<file path="config.mk">
export PLATFORM = sky130hd
export DESIGN_NAME = census_transform_frame
export DESIGN_NICKNAME = d
export VERILOG_FILES = /design/src/rtl/census_transform_frame.sv
export SDC_FILE = /design/constraint.sdc
export NUM_CORES = 2
export LEC_CHECK = 0
export ABC_AREA = 1
export CORE_MARGIN = 1
export CORE_UTILIZATION = 55
export DETAILED_ROUTE_END_ITERATION = 16
export GPL_TIMING_DRIVEN = 0
export MAX_ROUTING_LAYER = met4
export PLACE_DENSITY = 0.71
export RECOVER_POWER = 100
export SLEW_MARGIN = 20
export SYNTH_ARGS = -nofsm -noshare
export SYNTH_HDL_FRONTEND = slang
export SYNTH_SLANG_ARGS = --single-unit
</file>
<file path="constraint.sdc">
create_clock -name i_clk -period 5.3 [get_ports i_clk]
set_input_delay 1.325 -clock i_clk [delete_from_list [all_inputs] [get_ports i_clk]]
set_output_delay 1.325 -clock i_clk [all_outputs]
set_load 0.05 [all_outputs]
</file>
<file path="src/rtl/census_transform_frame.sv">
// Frame-aware streaming census transform.
// Builds a WW x WH window from a register shift chain of raster pixels. Each
// emitted word compares the selected neighbours against centre + i_thr.
// Words for centres within the half-window of an image edge are flagged and
// zeroed. A self-timed flush drains the last L centres of every frame.
module census_transform_frame #(
  parameter int WW     = 3,
  parameter int WH     = 3,
  parameter int M      = 50,
  parameter int H      = 50,
  parameter int N      = 8,
  parameter int SPARSE = 1,
  localparam int CW    = (SPARSE != 0) ? (WW * WH) / 2 : WW * WH - 1
) (
  input  logic          i_clk,
  input  logic          i_rst,
  input  logic [N-1:0]  i_data,
  input  logic          i_dval,
  input  logic          i_sof,
  input  logic [N-1:0]  i_thr,
  output logic          o_ready,
  output logic [CW-1:0] o_data,
  output logic          o_dval,
  output logic          o_border,
  output logic          o_eof
);

  localparam int HH   = (WW - 1) / 2;
  localparam int VV   = (WH - 1) / 2;
  localparam int L    = VV * M + HH;
  localparam int SL   = (WH - 1) * M + WW;
  localparam int NPIX = M * H;
  localparam int KW   = $clog2(NPIX + 1);
  localparam int FW   = $clog2(L + 1);
  localparam int XW   = $clog2(M + 1);
  localparam int YW   = $clog2(H + 1);

  localparam logic [KW-1:0] L_K    = KW'(L);
  localparam logic [KW-1:0] LAST_K = KW'(NPIX - 1);
  localparam logic [FW-1:0] LAST_F = FW'(L - 1);
  localparam logic [XW-1:0] X_LO   = XW'(HH);
  localparam logic [XW-1:0] X_HI   = XW'(M - HH);
  localparam logic [XW-1:0] X_END  = XW'(M - 1);
  localparam logic [YW-1:0] Y_LO   = YW'(VV);
  localparam logic [YW-1:0] Y_HI   = YW'(H - VV);
  localparam logic [YW-1:0] Y_END  = YW'(H - 1);

  localparam logic [1:0] S_IDLE   = 2'd0;
  localparam logic [1:0] S_FILL   = 2'd1;
  localparam logic [1:0] S_STREAM = 2'd2;
  localparam logic [1:0] S_FLUSH  = 2'd3;

  // Cell (r,c) participates in the census word.
  function automatic bit is_sel(input int r, input int c);
    if (SPARSE != 0) return ((r + c) % 2) == 1;
    return !(r == VV && c == HH);
  endfunction

  // Number of selected cells preceding (r,c) in raster order.
  function automatic int sel_before(input int r, input int c);
    int n;
    n = 0;
    for (int i = 0; i < r * WW + c; i++) begin
      if (is_sel(i / WW, i % WW)) n++;
    end
    return n;
  endfunction

  // One census bit; the sum is widened by one bit so it never wraps.
  function automatic logic census_bit(input logic [N-1:0] nb,
                                      input logic [N-1:0] ctr,
                                      input logic [N-1:0] thr);
    logic [N:0] lim;
    lim = {1'b0, ctr} + {1'b0, thr};
    return {1'b0, nb} <= lim;
  endfunction

  logic [1:0]    state;
  logic [KW-1:0] k;
  logic [FW-1:0] fcnt;
  logic [XW-1:0] px;
  logic [YW-1:0] py;
  logic [N-1:0]  chain      [SL];
  logic [N-1:0]  chain_next [SL];
  logic [N-1:0]  centre;
  logic [CW-1:0] word;
  logic          flushing, accept, advance, emit, border, last_ctr;
  logic [CW-1:0] data_p1;
  logic          vld_p1, border_p1, eof_p1;

  assign flushing = (state == S_FLUSH);
  assign o_ready  = !flushing;
  assign accept   = i_dval && !flushing;
  assign advance  = flushing || (accept && (state != S_IDLE || i_sof));
  assign emit     = flushing ||
                    (accept && !i_sof && state != S_IDLE && k >= L_K);
  assign border   = (px < X_LO) || (px >= X_HI) || (py < Y_LO) || (py >= Y_HI);
  assign last_ctr = (px == X_END) && (py == Y_END);

  // Chain contents after this cycle's shift; the word is built from these.
  always_comb begin
    chain_next[0] = flushing ? '0 : i_data;
    for (int i = 1; i < SL; i++) chain_next[i] = chain[i-1];
  end

  assign centre = chain_next[SL-1-(VV*M+HH)];

  for (genvar r = 0; r < WH; r++) begin : g_row
    for (genvar c = 0; c < WW; c++) begin : g_col
      if (is_sel(r, c)) begin : g_bit
        assign word[CW-1-sel_before(r, c)] =
          census_bit(chain_next[SL-1-(r*M+c)], centre, i_thr);
      end
    end
  end

  // Window shift chain: advances on every accepted in-frame pixel or flush cycle.
  always_ff @(posedge i_clk) begin
    if (i_rst) begin
      for (int i = 0; i < SL; i++) chain[i] <= '0;
    end else if (advance) begin
      chain <= chain_next;
    end
  end

  // Frame FSM with pixel counter and flush counter.
  always_ff @(posedge i_clk) begin
    if (i_rst) begin
      state <= S_IDLE;
      k     <= '0;
      fcnt  <= '0;
    end else begin
      case (state)
        S_IDLE: begin
          if (accept && i_sof) begin
            state <= S_FILL;
            k     <= KW'(1);
          end
        end
        S_FILL, S_STREAM: begin
          if (accept) begin
            if (i_sof) begin
              state <= S_FILL;
              k     <= KW'(1);
            end else if (k == LAST_K) begin
              state <= S_FLUSH;
              k     <= '0;
              fcnt  <= '0;
            end else begin
              k <= k + KW'(1);
              if (state == S_FILL && k == L_K) state <= S_STREAM;
            end
          end
        end
        default: begin
          fcnt <= fcnt + FW'(1);
          if (fcnt == LAST_F) state <= S_IDLE;
        end
      endcase
    end
  end

  // Centre position tracker, restarted by every accepted start-of-frame pixel.
  always_ff @(posedge i_clk) begin
    if (i_rst) begin
      px <= '0;
      py <= '0;
    end else if (accept && i_sof) begin
      px <= '0;
      py <= '0;
    end else if (emit) begin
      if (px == X_END) begin
        px <= '0;
        py <= py + YW'(1);
      end else begin
        px <= px + XW'(1);
      end
    end
  end

  // Output stage: word, valid, border flag and end-of-frame marker.
  always_ff @(posedge i_clk) begin
    if (i_rst) begin
      data_p1   <= '0;
      vld_p1    <= 1'b0;
      border_p1 <= 1'b0;
      eof_p1    <= 1'b0;
    end else begin
      data_p1   <= (emit && !border) ? word : '0;
      vld_p1    <= emit;
      border_p1 <= emit && border;
      eof_p1    <= emit && last_ctr;
    end
  end

  assign o_data   = data_p1;
  assign o_dval   = vld_p1;
  assign o_border = border_p1;
  assign o_eof    = eof_p1;

endmodule

</file>
* Word level (Yosys, flattened, before mapping) *
Cells that the tools add are included.

operators by class
  bitwise operators = 2
  multiplexer cells = 18
  reduce and logical (&&, ||, !) cells = 31
  $add $sub $neg = 5
  $lt $le $gt $ge = 9
  equal/unequal tests = 13

operators with widths
  kind                     count
  $mux W12                 4
  $le A8 B9 Y1             4
  $mux W6                  4
  $pmux W12 S2             1
  $add A6 B1 Y6 const B    3
  $eq A6 B6 Y1 const B     3
  $add A12 B1 Y12 const B  1
  $eq A12 B12 Y1 const B   1
  $eq A12 B6 Y1 const B    1
  $ge A12 B6 Y1 const B    1
  $ge A6 B6 Y1 const B     2
  $lt A6 B1 Y1 const B     2
  $mux W2                  6
  $pmux W6 S2              1
  $logic_and A1 B1 Y1      11
  $add A8 B8 Y9            1
  $mux W8                  1
  $ne A2 B2 Y1 const B     4
  $reduce_and A4 Y1        2
  $logic_or A1 B1 Y1       6
  $reduce_or A2 Y1         3
  $eq A2 B2 Y1 const B     2
  $ne A4 B4 Y1 const B     1
  $pmux W2 S2              1
  other kinds (8)          12

storage, ports and cells
  input port bits = 20
  output and inout port bits = 8
  word-level logic and storage cells = 188
  register bits = 847

* Logic depth before layout (Yosys ltp) *
  depth in word-level cells = 10
  depth in mapped cells = 15
  gate-level depth less buffers = 15

* Worst setup path after synthesis *
Ideal clock, no wire load.

  path kind = input-to-reg
  from = input i_thr[0]
  to = register data_p1[0], in the netlist o_data[0]
  buffers on the path = 0
  setup time = 0.070 ns
  required time = 5.230 ns
  cell stages on the path = 14
  setup slack = 1.933 ns
  data arrival time = 3.297 ns
  cells stage by stage = ha_1 > fa_1 > a31oi_1 > xor2_1 > ha_1 > nand2_1 > nor2_1 > nor2_1 > o211ai_1 > nand4_1 > nand2_1 > nand2_1 > nand2_1 > a21oi_1

between the ends
  cells in the longest elaborated chain, start to end = 2

RTL lines
  item                    RTL line  source
  start: declaration      20        input logic [N-1:0] i_thr,
  $add A8 B8 Y9           74        lim = {1'b0, ctr} + {1'b0, thr};
  $le A8 B9 Y1            75        return {1'b0, nb} <= lim;
  end signal: assignment  189       data_p1 <= (emit && !border) ? word : '0;
  end: declaration        88        logic [CW-1:0] data_p1;

Every way passes these cells.
A chain may end at the register's enable or synchronous reset.

* Final worst setup path *
  from = input i_sof
  to = register chain[822] (netlist name)

between the ends
  cells in the longest elaborated chain, start to end = 3

RTL lines
  item                    RTL line  source
  start: declaration      19        input logic i_sof,
  $logic_or A1 B1 Y1      94        assign advance = flushing || (accept && (state != S_IDLE || i_sof));
  $logic_and A1 B1 Y1     94
  $logic_or A1 B1 Y1      94
  end signal: assignment  122       chain <= chain_next;
  end: declaration        83        logic [N-1:0] chain [SL];

Every way passes these cells.

==> impl_summary.md <==
Logic synthesis
The combinational family with the most area after synthesis is simple AND/OR/NAND/NOR gates. By instance count, the leading cell after synthesis is sky130_fd_sc_hd__nor2_1. The dominant register cell in the synthesized netlist is sky130_fd_sc_hd__dfxtp_1. Each instance of the synthesized netlist takes up on average roughly 8 um^2. The library cell occupying the most area in the post-synthesis netlist is sky130_fd_sc_hd__dfxtp_1.

Summing the areas of all compound-gate instances in the mapped netlist gives 14.62% of the synthesized area. In this run, synthesis inferred 0 flip-flops with an integrated enable. The register area share after synthesis is roughly 55%. The summed instance area of the synthesized netlist is 30890 um^2. Counting every instance in the synthesized netlist gives 3951. After synthesis, the netlist uses 49 different library cells. The share of synthesized flip-flops with an asynchronous set or reset is 0%. When the netlist entered floorplanning its net count stood at approximately 4000. The synthesized netlist devotes just over 2% of its cell area to adder and majority cells. The synthesized netlist devotes a little under a quarter of its cell area to simple gates. The area fraction of the dominant cell type after synthesis is 54.90%. Counting flops and latches in the post-synthesis netlist gives between 800 and 900. During synthesis, Yosys emitted a total of 0 warnings. Ranked by instance count, the synthesized netlist is headed by 1628 x sky130_fd_sc_hd__nor2_1, 847 x sky130_fd_sc_hd__dfxtp_1, 702 x sky130_fd_sc_hd__o21ai_0. The synthesized-area fraction occupied by xor and xnor cells is 0.2268%. The mux cell area share after synthesis is 0%. Ranked by total cell area, the synthesized netlist is headed by sky130_fd_sc_hd__dfxtp_1 55%, sky130_fd_sc_hd__nor2_1 20%, sky130_fd_sc_hd__o21ai_0 11%.

Outcome
The final reports fail on max-capacitance violations, max-slew violations. The run finished, with violations left.

GRT
The global routing met1 resource utilization is between 20% and 30%. The via count of the first global-routing pass came to 22070. The leftover overflow at the end of global routing is 0. Global routing consumed, over all layers together, 21.98% of the routing resources.

The number of antenna violations at the first check in global routing is 0. The global-route met3 utilization is under 10%. The first global-routing pass estimated about 100 mm of wire.

Global routing used between 30% and 40% of the available met2 tracks. The maximum number of pins on one net before global-route repair is 15. The global routing stage identified its most utilized layer as met2.

Clocking
Once the clock tree was built, the resizer swapped 0 gates to a different size. TritonCTS created 83 clock buffers. The maximum number of buffers from clock root to sink is 3. The H-tree was split into 3 levels. The hold-fix buffer count after cts is 0. For this design, the sink count on the clock tree is approximately 850. The clock root buffer is sky130_fd_sc_hd__clkbuf_16. The count of buffers added by post-CTS timing repair for setup is 0. The clock input transition at the sequential cells of the worst setup and hold paths is ~0.060 ns. The clock tree from TritonCTS is built. Clock latency on the worst-skew pair, taken at its later pin, is a little over 0.6 ns.

Setup path
On the worst path, the slowest cell contributes a delay of about 1.2 ns. The number of buffers and inverters on the critical path is 5. The category of the worst setup path launch point is an input pin.

Traced cell by cell, the critical path runs through dlygate4sd3_1, inv_1, a21oi_1, nor2_1, clkbuf_1, clkbuf_1, buf_4, nand2_1, a21oi_1. The category of the critical setup timing path is in2reg. The worst setup path is captured at a register.

In this run the worst path has a maximum fanout of 10. For the worst setup path, the data arrival time is 4.86 ns. The worst path required time is between 5 and 6 ns.

Broken down by cell family, the worst path's largest delay share belongs to buffers and inverters. For this design, the slowest cell found on the critical path is sky130_fd_sc_hd__nor2_1.

Final layout
The layout overhead on the synthesized area is 11.86%. The fraction of final layout cells with drive strength greater than 1 is 5.619%. The filler cells instantiated in the layout total between 5000 and 6000.

The design area is 34550 um^2. The number of inserted diodes is 0. Excluding fillers, the count of instances in the completed layout stands at slightly below 5000.

The net count reported at finish is between 4000 and 5000.

Die
In this run the core area contains 86 standard-cell rows. The initial utilization of the core area, before any placement, comes to 55.85%. The die width is between 200 and 250 um. In this run the count of I/O pins placed on the die edge is 28. The die footprint is roughly 57000 um^2. The area of the core is between 50000 and 60000 um^2. The die outline height is 239.0 um.

Timing
For the pin with the worst max-slew slack, the measured transition is 1.559 ns. The relative slew slack is -4.342%. The largest clock skew in the final design is around 0.016 ns.

The setup TNS is 0 ns. The worst hold slack is around 0.47 ns. The setup-violating endpoint count in the final report is 0. The final count of pins violating max slew was 9. The top achievable clock speed is 231.9 MHz. The hold violation count in the final report came to 0. After layout, the worst path uses approximately four fifths of the clock period. Setup repair after global routing left no endpoint under its margin. The post-route minimum period is approximately 4.3 ns.

Routing
The post-detailed-route count of antenna-violating nets is 0. The total via count after detailed routing is 24390. Before antenna repair, the detailed router went through 5 iterations. After detailed routing, the number of remaining DRC violations is 0. For this block, the initial DRC count from the detailed router was approximately 1400.

After detailed routing, the average wire length per cell comes to between 10 and 15 um. The total routed wirelength is ~60 mm. The ratio of routed vias to standard cells is about 5.

Min path
The class of the most critical hold timing path is reg2reg.

Placement
The cell count after placement is roughly 4700. Detailed placement ended at an HPWL of ~40 mm. The final weighted congestion in routability-driven placement is between 0.8 and 0.9. In this run the cell area measured after placement is about 32000 um^2. The count of input and output buffers is 26.

Job
The tool flagged a number of max-cap violations equal to 1.

Power and ir drop
VDD sags by at most ~0.27 mV. The leakage power total is 14.00 nW. The power per cell area is 542.7 nW/um^2.
[cell families after synthesis]
| family | count (synthesis) |
|---|---|
| and+or+nand+nor | 1815 |
| AOI/OAI and AO/OA | 888 |
| DFF | 847 |
| buffers and inverters | 343 |
| adders and majority gates | 50 |
| xor gates and xnor gates | 8 |
[per-stage QoR]
step,total power [mW],setup WS [ns],util (%)
6_report,18.75,0.9880,62.47
5_1_grt,20.09,0.7075,62.47
4_1_cts,19.13,1.432,63.06
3_5_place_dp,13.12,0.7911,58.01
3_3_place_gp,13.00,0.7895,58.01
2_1_floorplan,12.03,1.933,-
[layout by cell type, fill, tap and decap left out, types with 4 or more instances in the layout]
master / count
sky130_fd_sc_hd__xor2_1: 6
sky130_fd_sc_hd__clkinvlp_4: 5
sky130_fd_sc_hd__nand2_1: 114
sky130_fd_sc_hd__nor2_1: 1632
sky130_fd_sc_hd__nor3b_1: 4
sky130_fd_sc_hd__clkbuf_1: 203
sky130_fd_sc_hd__inv_1: 68
sky130_fd_sc_hd__o21ai_0: 802
sky130_fd_sc_hd__nor4_1: 4
sky130_fd_sc_hd__buf_2: 76
sky130_fd_sc_hd__o21ai_1: 13
sky130_fd_sc_hd__bufinv_16: 7
sky130_fd_sc_hd__clkdlybuf4s50_1: 16
sky130_fd_sc_hd__dfxtp_1: 847
sky130_fd_sc_hd__dlygate4sd3_1: 10
sky130_fd_sc_hd__nor3_1: 11
sky130_fd_sc_hd__a31oi_1: 4
sky130_fd_sc_hd__nand4_1: 14
sky130_fd_sc_hd__a21oi_1: 53
sky130_fd_sc_hd__clkbuf_8: 15
sky130_fd_sc_hd__clkbuf_16: 85
sky130_fd_sc_hd__clkinv_2: 15
sky130_fd_sc_hd__ha_1: 49
sky130_fd_sc_hd__nand3_1: 24
sky130_fd_sc_hd__a211oi_1: 4
sky130_fd_sc_hd__buf_4: 7
[flip-flops by register name (all words and copies together), names as in the netlist, 2 cells and up]
signal / flops
chain: 800
k: 12
centre: 8
fcnt: 6
px: 6
py: 6
o_data: 4
state: 2
[final timing paths]
path                   from         end  slack (ns)  cells after the start
setup reg to reg   state[1]  chain[822]        1.76                      9
hold reg to reg   chain[16]   chain[16]        0.47                      2
setup / recovery      i_sof  chain[822]        0.99                      9
hold / removal    chain[16]   chain[16]        0.47                      2
[worst register-to-register path: stages (launching register included)]
cell	delay [ns]
sky130_fd_sc_hd__dfxtp_1	0.32
sky130_fd_sc_hd__inv_1	0.09
sky130_fd_sc_hd__ha_1	0.21
sky130_fd_sc_hd__a21oi_1	0.23
sky130_fd_sc_hd__nor2_1	1.23
sky130_fd_sc_hd__clkbuf_1	0.55
sky130_fd_sc_hd__clkbuf_1	0.38
sky130_fd_sc_hd__buf_4	0.27
sky130_fd_sc_hd__nand2_1	0.08
sky130_fd_sc_hd__a21oi_1	0.11
[report_power, final]
part	switching, mW	internal (mW)
combinational	2.78	1.51
clock	2.45	3.51
sequential	0.688	7.80
[metal layers]
metal  up-vias  part of all wire, %
met5         -                    0
met4         0                  2.2
met3       111                  3.2
met2       271                   44
met1     11060                   50
li1      12950                    -
[area by class of cell]
cell class                 instances  area (um^2)  area share, %
buffer                           268         1135          3.285
clock buffer                     120         2409          6.971
clock inverter                    32        385.4          1.115
inverter                          75        289.0         0.8365
multi-input combinational       2761        12180          35.25
sequential                       847        16960          49.08
tap                              748        935.9          2.709
timing repair buffer              26        260.3         0.7532
(Power assumes the default switching activity.)
